`config.mk`:
```
export PLATFORM = sky130hd
export DESIGN_NAME = id_ex_control_stage
export DESIGN_NICKNAME = d
export VERILOG_FILES = /design/src/rtl/id_ex_control_stage_pkg.sv /design/src/rtl/id_ex_control_stage_ctrl_decode.sv /design/src/rtl/id_ex_control_stage.sv
export SDC_FILE = /design/constraint.sdc
export NUM_CORES = 1
export LEC_CHECK = 0
export ABC_AREA = 1
export BUFFER_PORTS_ARGS = -buffer_cell sky130_fd_sc_hd__buf_2
export CORE_MARGIN = 4
export CORE_UTILIZATION = 46
export DETAILED_ROUTE_END_ITERATION = 8
export GPL_ROUTABILITY_DRIVEN = 0
export PLACE_DENSITY = 0.88
export SYNTH_ARGS = -nofsm -noshare
export SYNTH_HDL_FRONTEND = slang
export SYNTH_SLANG_ARGS = --single-unit
```
`constraint.sdc`:
```
create_clock -name clk -period 1.93 [get_ports clk]
set_input_delay 0.193 -clock clk [delete_from_list [all_inputs] [get_ports clk]]
set_output_delay 0.193 -clock clk [all_outputs]
set_load 0.01 [all_outputs]
```
`src/rtl/id_ex_control_stage_pkg.sv`:
```
// ============================================================================
// id_ex_control_stage_pkg -- opcodes, immsel/aluop encodings, control bundle
// Revision: 1.0
// ============================================================================
`default_nettype none

package id_ex_control_stage_pkg;

  localparam logic [6:0] OP_R      = 7'b0110011;
  localparam logic [6:0] OP_LOAD   = 7'b0000011;
  localparam logic [6:0] OP_STORE  = 7'b0100011;
  localparam logic [6:0] OP_BRANCH = 7'b1100011;
  localparam logic [6:0] OP_IALU   = 7'b0010011;
  localparam logic [6:0] OP_JAL    = 7'b1101111;

  localparam logic [2:0] IMM_I = 3'b000;
  localparam logic [2:0] IMM_S = 3'b001;
  localparam logic [2:0] IMM_B = 3'b010;
  localparam logic [2:0] IMM_J = 3'b011;

  localparam logic [1:0] ALU_ADD = 2'b00;
  localparam logic [1:0] ALU_BR  = 2'b01;
  localparam logic [1:0] ALU_R   = 2'b10;
  localparam logic [1:0] ALU_I   = 2'b11;

  typedef struct packed {
    logic       regwrite;
    logic       alusrc;
    logic       memread;
    logic       memwrite;
    logic       memtoreg;
    logic       branch;
    logic       jump;
    logic [2:0] immsel;
    logic [1:0] aluop;
  } ctrl_t;

  localparam ctrl_t CTRL_NOP = '0;

endpackage

`default_nettype wire

```
`src/rtl/id_ex_control_stage_ctrl_decode.sv`:
```
// ============================================================================
// ctrl_decode -- combinational opcode decode into the control bundle
// Revision: 1.0
// ============================================================================
`default_nettype none

module ctrl_decode
  import id_ex_control_stage_pkg::*;
#(
  parameter bit ENABLE_IALU = 1'b1,
  parameter bit ENABLE_JAL  = 1'b1
) (
  input  logic [6:0] opcode,
  output ctrl_t      ctrl,
  output logic       uses_rs1,
  output logic       uses_rs2,
  output logic       illegal
);

  always_comb begin
    ctrl     = CTRL_NOP;
    uses_rs1 = 1'b0;
    uses_rs2 = 1'b0;
    illegal  = 1'b0;
    case (opcode)
      OP_R: begin
        ctrl.regwrite = 1'b1;
        ctrl.aluop    = ALU_R;
        uses_rs1      = 1'b1;
        uses_rs2      = 1'b1;
      end
      OP_LOAD: begin
        ctrl.regwrite = 1'b1;
        ctrl.alusrc   = 1'b1;
        ctrl.memread  = 1'b1;
        ctrl.memtoreg = 1'b1;
        ctrl.immsel   = IMM_I;
        ctrl.aluop    = ALU_ADD;
        uses_rs1      = 1'b1;
      end
      OP_STORE: begin
        ctrl.alusrc   = 1'b1;
        ctrl.memwrite = 1'b1;
        ctrl.immsel   = IMM_S;
        ctrl.aluop    = ALU_ADD;
        uses_rs1      = 1'b1;
        uses_rs2      = 1'b1;
      end
      OP_BRANCH: begin
        ctrl.branch = 1'b1;
        ctrl.immsel = IMM_B;
        ctrl.aluop  = ALU_BR;
        uses_rs1    = 1'b1;
        uses_rs2    = 1'b1;
      end
      OP_IALU: begin
        if (ENABLE_IALU) begin
          ctrl.regwrite = 1'b1;
          ctrl.alusrc   = 1'b1;
          ctrl.immsel   = IMM_I;
          ctrl.aluop    = ALU_I;
          uses_rs1      = 1'b1;
        end else begin
          illegal = 1'b1;
        end
      end
      OP_JAL: begin
        // rs fields of JAL are immediate bits, so no source use is reported
        if (ENABLE_JAL) begin
          ctrl.regwrite = 1'b1;
          ctrl.jump     = 1'b1;
          ctrl.immsel   = IMM_J;
        end else begin
          illegal = 1'b1;
        end
      end
      default: illegal = 1'b1;
    endcase
  end

endmodule

`default_nettype wire

```
`src/rtl/id_ex_control_stage.sv`:
```
// ============================================================================
// id_ex_control_stage -- ID/EX control register with load-use stall, bubble,
// hold/flush handling and a saturating illegal-opcode counter
// Revision: 1.0
// ============================================================================
`default_nettype none

module id_ex_control_stage
  import id_ex_control_stage_pkg::*;
#(
  parameter int REG_AW      = 5,
  parameter bit ENABLE_IALU = 1'b1,
  parameter bit ENABLE_JAL  = 1'b1,
  parameter int ILL_CNT_W   = 8
) (
  input  logic                 clk,
  input  logic                 rst,
  input  logic [31:0]          id_instr,
  input  logic                 id_valid,
  input  logic                 ex_hold,
  input  logic                 flush,
  output logic                 hazard_stall,
  output logic                 ex_valid,
  output logic                 ex_regwrite,
  output logic                 ex_alusrc,
  output logic                 ex_memread,
  output logic                 ex_memwrite,
  output logic                 ex_memtoreg,
  output logic                 ex_branch,
  output logic                 ex_jump,
  output logic [2:0]           ex_immsel,
  output logic [1:0]           ex_aluop,
  output logic [REG_AW-1:0]    ex_rd,
  output logic [REG_AW-1:0]    ex_rs1,
  output logic [REG_AW-1:0]    ex_rs2,
  output logic [ILL_CNT_W-1:0] ill_count
);

  ctrl_t             dec_ctrl;
  ctrl_t             ex_ctrl;
  logic              uses_rs1;
  logic              uses_rs2;
  logic              illegal;
  logic [REG_AW-1:0] id_rd;
  logic [REG_AW-1:0] id_rs1;
  logic [REG_AW-1:0] id_rs2;

  assign id_rd  = REG_AW'(id_instr[11:7]);
  assign id_rs1 = REG_AW'(id_instr[19:15]);
  assign id_rs2 = REG_AW'(id_instr[24:20]);

  ctrl_decode #(
    .ENABLE_IALU (ENABLE_IALU),
    .ENABLE_JAL  (ENABLE_JAL)
  ) u_ctrl_decode (
    .opcode   (id_instr[6:0]),
    .ctrl     (dec_ctrl),
    .uses_rs1 (uses_rs1),
    .uses_rs2 (uses_rs2),
    .illegal  (illegal)
  );

  assign hazard_stall = id_valid & ex_valid & ex_ctrl.memread & (ex_rd != '0) &
                        ((uses_rs1 & (id_rs1 == ex_rd)) | (uses_rs2 & (id_rs2 == ex_rd)));

  // Priority: flush > hold > hazard bubble > normal load
  always_ff @(posedge clk or posedge rst) begin
    if (rst) begin
      ex_valid  <= 1'b0;
      ex_ctrl   <= CTRL_NOP;
      ex_rd     <= '0;
      ex_rs1    <= '0;
      ex_rs2    <= '0;
      ill_count <= '0;
    end else if (flush) begin
      ex_valid <= 1'b0;
      ex_ctrl  <= CTRL_NOP;
    end else if (ex_hold) begin
      ex_valid <= ex_valid;
    end else if (hazard_stall) begin
      ex_valid <= 1'b0;
      ex_ctrl  <= CTRL_NOP;
      ex_rd    <= id_rd;
      ex_rs1   <= id_rs1;
      ex_rs2   <= id_rs2;
    end else begin
      ex_valid <= id_valid & ~illegal;
      ex_ctrl  <= id_valid ? dec_ctrl : CTRL_NOP;
      ex_rd    <= id_rd;
      ex_rs1   <= id_rs1;
      ex_rs2   <= id_rs2;
      if (id_valid && illegal && (ill_count != '1)) begin
        ill_count <= ill_count + ILL_CNT_W'(1);
      end
    end
  end

  assign ex_regwrite = ex_ctrl.regwrite;
  assign ex_alusrc   = ex_ctrl.alusrc;
  assign ex_memread  = ex_ctrl.memread;
  assign ex_memwrite = ex_ctrl.memwrite;
  assign ex_memtoreg = ex_ctrl.memtoreg;
  assign ex_branch   = ex_ctrl.branch;
  assign ex_jump     = ex_ctrl.jump;
  assign ex_immsel   = ex_ctrl.immsel;
  assign ex_aluop    = ex_ctrl.aluop;

endmodule

`default_nettype wire

```
---- After elaboration in Yosys (flattened, before gate mapping) ----
Cells that the tools add are included.
storage, ports and cells
  flip-flop bits (word level) ............. 36
  word-level logic and storage cells ...... 64
  input bits .............................. 37
operators by class
  add/subtract/negate cells ............... 1
  reduce and logical (&&, ||, !) cells .... 10
  bitwise operators ....................... 11
  equal/unequal tests ..................... 10
  multiplexer cells ....................... 18
operators with widths
  kind                   number
  $mux W12               4
  $eq A7 B6 Y1 const B   2
  $eq A7 B7 Y1 const B   2
  $mux W1                12
  $pmux W2 S3            2
  $eq A5 B5 Y1           2
  $add A8 B1 Y8 const B  1
  $ne A8 B8 Y1 const B   1
  $and A1 B1 Y1          7
  $eq A7 B2 Y1 const B   1
  $eq A7 B5 Y1 const B   1
  $reduce_or A3 Y1       2
  $reduce_or A6 Y1       1
  $reduce_bool A5 Y1     1
  $reduce_or A5 Y1       1
  $reduce_and A4 Y1      1
  $reduce_or A4 Y1       1
  $not A1 Y1             3
  $logic_and A1 B1 Y1    2
  $ne A2 B1 Y1 const B   1
  $reduce_and A2 Y1      1
  $or A1 B1 Y1           1

---- Depth between registers and ports, before layout ----
  word-level depth ........................ 9
  gate-level depth with buffers ........... 10

---- Modules after synthesis ----
Synthesis repeated with hierarchy kept, for this count alone.
second synthesis, totals
  cells, all modules ...................... 264
  area, all modules ....................... 2,005.7 µm²
by module, submodules not included
  module               sequential area each (µm²)  times used  cells an instance  area an instance (µm²)
  id_ex_control_stage  900.9                       1           229                1,821.7
  ctrl_decode          0.0                         1           35                 183.9

---- Worst setup path before layout ----
Ideal clock, no wire load.
  path type ............................... reg-to-reg
  from .................................... reg ill_count[0]
  to ...................................... reg ill_count[5]
  required time ........................... 1.813 ns
  cell stages (with the launch flop) ...... 10
  data arrival time ....................... 1.569 ns
  setup slack ............................. 0.244 ns
  cells stage by stage .................... dfrtp_1 -> ha_1 -> nand2_1 -> nor2_1 -> inv_1 -> o21ai_0 -> nor3_4 -> nand3_4 -> nand2_1 -> nand2_1
on the way
  word-level cells in the longest chain between the ends .. 3
RTL lines
  item                                                                   line                       source
  start: declaration                                                     id_ex_control_stage.sv:36  output logic [ILL_CNT_W-1:0] ill_count
  start signal: assignment                                               id_ex_control_stage.sv:93  ill_count <= ill_count + ILL_CNT_W'(1);
  parallel branches: the longest is 3 deep, another holds $add A8 B1 Y8  --
Several ways; the timed one is not identified.
A chain may end at the register's enable or synchronous reset.

---- Final worst setup path ----
  from .................................... reg ex_rd[3]
  to ...................................... out hazard_stall
on the way
  word-level cells in the longest chain between the ends .. 4
RTL lines
  item                      line                       source
  start: declaration        id_ex_control_stage.sv:33  output logic [REG_AW-1:0] ex_rd,
  start signal: assignment  id_ex_control_stage.sv:83  ex_rd <= id_rd;
  start signal: assignment  id_ex_control_stage.sv:89  ex_rd <= id_rd;
  $eq A5 B5 Y1              id_ex_control_stage.sv:64  ((uses_rs1 & (id_rs1 == ex_rd)) | (uses_rs2 & (id_rs2 == ex_rd)));
  $and A1 B1 Y1             id_ex_control_stage.sv:64
  $or A1 B1 Y1              id_ex_control_stage.sv:64
  $and A1 B1 Y1 *           id_ex_control_stage.sv:63  assign hazard_stall = id_valid & ex_valid & ex_ctrl.memread & (ex_rd != '0) &
  end: declaration          id_ex_control_stage.sv:22  output logic hazard_stall,
Mark *: on every way between the ends. The rest lies on a longest branch, timed or not.

==> impl_metrics.py <==
metrics = {
    "run_status": {
        "outcome": "complete, no violations",
    },
    "logic_synthesis": {
        "async_reset_ff_share_pct": 100,
        "yosysWarnings": 0,
        "syn_avg_cell_area_um2": 7.43,
        "ys_ff_latch": 34,
        "synth_common_cells": "nand2_1, dfrtp_1, nor2_1",
        "synth_cells": 247,
        "synth_fp_nets": 285,
        "synth_edf_count": 0,
        "synth_seq_area_share_pct": 46.4,
        "yosysMostFrequentCell": "nand2_1",
        "synthFlopType": "dfrtp_1",
        "syn_area_um2": 1840,
        "synth_top_area_cell": "dfrtp_1",
        "synth_area_leaders": "dfrtp_1, nand2_1, nor2_1",
        "synth_cell_types": 25,
        "yosysTopAreaCellShare_pct": 46.4,
    },
    "drt": {
        "drt_iter0_drc": 180,
        "vias": 1794,
        "drcViolationCount": 0,
        "wl_per_cell_um": 12.2,
        "firstDrtPassIters": 4,
        "via_per_inst": 4.96,
        "drtAntennaViolNets": 0,
        "drt-total-wl_um": 4410,
    },
    "placement": {
        "post-place-ws_ns": 0.176,
        "dpl.hpwl_um": 3380,
        "io_buffers": 62,
    },
    "die": {
        "initial_core_util_pct": 48.7,
        "core_area_um2": 3770,
        "rows": 22,
        "die_y_um": 71.2,
        "die_area_um2": 5070,
        "die_x_um": 71.2,
        "ios": 74,
    },
    "final_layout": {
        "syn_to_final_growth_pct": 25.4,
        "drive_gt1_share_pct": 26.8,
        "nNetsFinal": 351,
        "antennaDiodeCount": 0,
    },
    "sta": {
        "setup_viol": 0,
        "period_needed_ns": 1.80,
        "drv_slew": 0,
        "fin_skew_ns": 0.00410,
        "period_share_pct": 93.4,
        "rsz0062_at_grt": "no",
        "fmax_mhz": 555,
        "setup_tns_ns": 0,
        "hold_viol": 0,
        "fin_ws_ns": 0.128,
        "hold_ws_ns": 0.122,
    },
    "setup_path": {
        "crit_top_cell": "inv_1",
        "max_stage_delay_ns": 0.39,
        "required_ns": 1.74,
        "critical-path-slowest-cell": "dfrtp_1",
        "path_class": "reg -> out",
        "crit_chain": "inv_1, nand3_1, nor2_1, nor3_1, nand2_4, inv_1, buf_2",
        "setup.worst_path.start_class": "flop",
        "endpoint_kind": "primary output",
        "critPathMaxFanout": 18,
        "crit_buf_inv": 3,
        "r2r-end": "ill_count[5]$_DFFE_PP0P_",
        "reg2reg_depth": 9,
        "r2r_slack_ns": 0.26,
        "critPathTopFamily": "simple AND/OR/NAND/NOR gates",
        "reg2reg_from": "ill_count[0]$_DFFE_PP0P_",
        "critPathArrivalTime_ns": 1.61,
    },
    "power_and_ir_drop": {
        "power_frac_clock_pct": 29.3,
        "power_leakage_nw": 1.36,
        "p_sw_share_pct": 30.8,
        "combinationalPowerShare_pct": 22.6,
        "p_seq_share_pct": 48.1,
        "p_int_mw": 1.24,
        "p_sw_mw": 0.552,
        "fin_total_pwr_mw": 1.79,
        "powerDensity_nw_per_um2": 779,
        "ir_worst_vdd_mv": 0.352,
    },
    "global_route": {
        "grt_use_total_pct": 18.4,
        "grt_pass1_wl_um": 7490,
        "overflow": 0,
        "grt_max_degree": 35,
        "antenna_found_initial": 0,
        "grt_pass1_vias": 1764,
    },
    "clock_network": {
        "clk_latency_ns": 0.28,
        "clockBufferDepth": 2,
        "h-tree-depth": 2,
        "cts_root_buf": "clkbuf_8",
        "cts_tree": "done",
        "clk_pin_slew_worst_paths_ns": 0.06,
        "numCtsBuffers": 5,
        "post_cts_buffers": 0,
        "clock_sinks": 34,
    },
    "min_path": {
        "hp-class": "in -> reg",
        "worstHoldStart": "id_instr[11]",
        "holdPathStages": 3,
        "hold-path-endpoint": "ex_rd[4]$_DFFE_PP0P_",
    },
    "flow_run": {
        "drv_cap": 0,
    },
}
power groups by stage:
stage / Clock [mW] / Sequential (mW) / Combinational, mW
floorplan: 0 / 0.903 / 0.206
global placement: 0 / 0.868 / 0.393
detailed placement: 0 / 0.875 / 0.406
CTS: 0.545 / 0.862 / 0.410
global route: 0.580 / 0.878 / 0.456
finish: 0.525 / 0.862 / 0.406
layer usage:
| layer | part of all wire (%) | vias up | track usage, % | wire length (um) |
|---|---|---|---|---|
| li1 | - | 914 | - | - |
| met1 | 43 | 824 | 22.3 | 1910 |
| met2 | 50 | 49 | 31.8 | 2210 |
| met3 | 5.2 | 7 | 4.26 | 228 |
| met4 | 1.4 | 0 | 6.68 | 63 |
| met5 | 0 | - | 0 | 0 |
kinds of logic (layout without fill, tap and decap cells):
family | count (synthesis) | in the layout | synth area share, %
and+or+nand+nor | 146 | 146 | 35.6
buffers and inverters | 38 | 105 | 8.38
DFF | 34 | 34 | 46.4
AOI/OAI and AO/OA | 21 | 21 | 5.93
xor gates and xnor gates | 6 | 6 | 2.86
adders and majority gates | 1 | 1 | 0.682
other | 1 | 1 | 0.204
stage by stage:
step           utilization, %  area [um2]  cells
5_1_grt                  61.0        2300    362
3_5_place_dp             58.2        2190    353
6_report                 61.0        2300    362
2_1_floorplan               -        1840    247
3_3_place_gp             58.2        2190    353
4_1_cts                  60.9        2300    362
worst reg2reg max path, stage by stage (launching register included):
cell	delay [ns]
dfrtp_1	0.42
ha_1	0.24
nand2_1	0.09
nor2_1	0.07
inv_1	0.05
o21ai_1	0.09
nor3_4	0.28
buf_4	0.20
nand4_1	0.09
nand2_1	0.08
worst max-delay path by stage:
stage / start / endpoint / slack, ns / depth (start not counted)
global placement: ill_count[0]$_DFFE_PP0P_ / ill_count[1]$_DFFE_PP0P_ / 0.24 / 9
floorplan: ill_count[0]$_DFFE_PP0P_ / ill_count[5]$_DFFE_PP0P_ / 0.24 / 9
finish: ex_rd[3]$_DFFE_PP0P_ / hazard_stall / 0.13 / 7
CTS: ex_rd[1]$_DFFE_PP0P_ / hazard_stall / 0.05 / 9
global route: ex_rd[3]$_DFFE_PP0P_ / hazard_stall / 0.02 / 7
detailed placement: ill_count[0]$_DFFE_PP0P_ / ill_count[0]$_DFFE_PP0P_ / 0.18 / 9
cells in the final DEF, fill, tap and decap left out, types with 2 or more instances in the layout:
cell	count
a21oi_1	10
buf_2	62
buf_4	4
clkbuf_8	6
dfrtp_1	33
inv_1	27
inv_2	3
nand2_1	78
nand3_1	13
nand4_1	15
nor2_1	29
nor3_1	2
nor4_1	2
o21ai_0	8
o21ai_1	2
xor2_1	5
layout make-up:
class / instances / area [um2]
flip-flops and latches: 34 / 852
well taps: 48 / 60.1
multi-input cells: 175 / 836
inverters: 30 / 113
clock buffers: 7 / 86.3
repair buffers: 67 / 350
clock inverters: 1 / 5.00
fillers: 340 / 1470
registers in the layout, indices dropped and copies added, names as in the netlist, 2 cells and up:
name,cells
ex_rs1,5
ex_aluop,2
ill_count,8
ex_immsel,2
ex_rs2,5
ex_rd,5
timing repair:
item / in CTS / in global routing
hold buffers: 1 / 0
endpoints found under the setup margin: 0 / 4
endpoints found under the hold margin: 3 / 0
gates resized for setup: 0 / 3
Power figures use the tool's default switching activity.
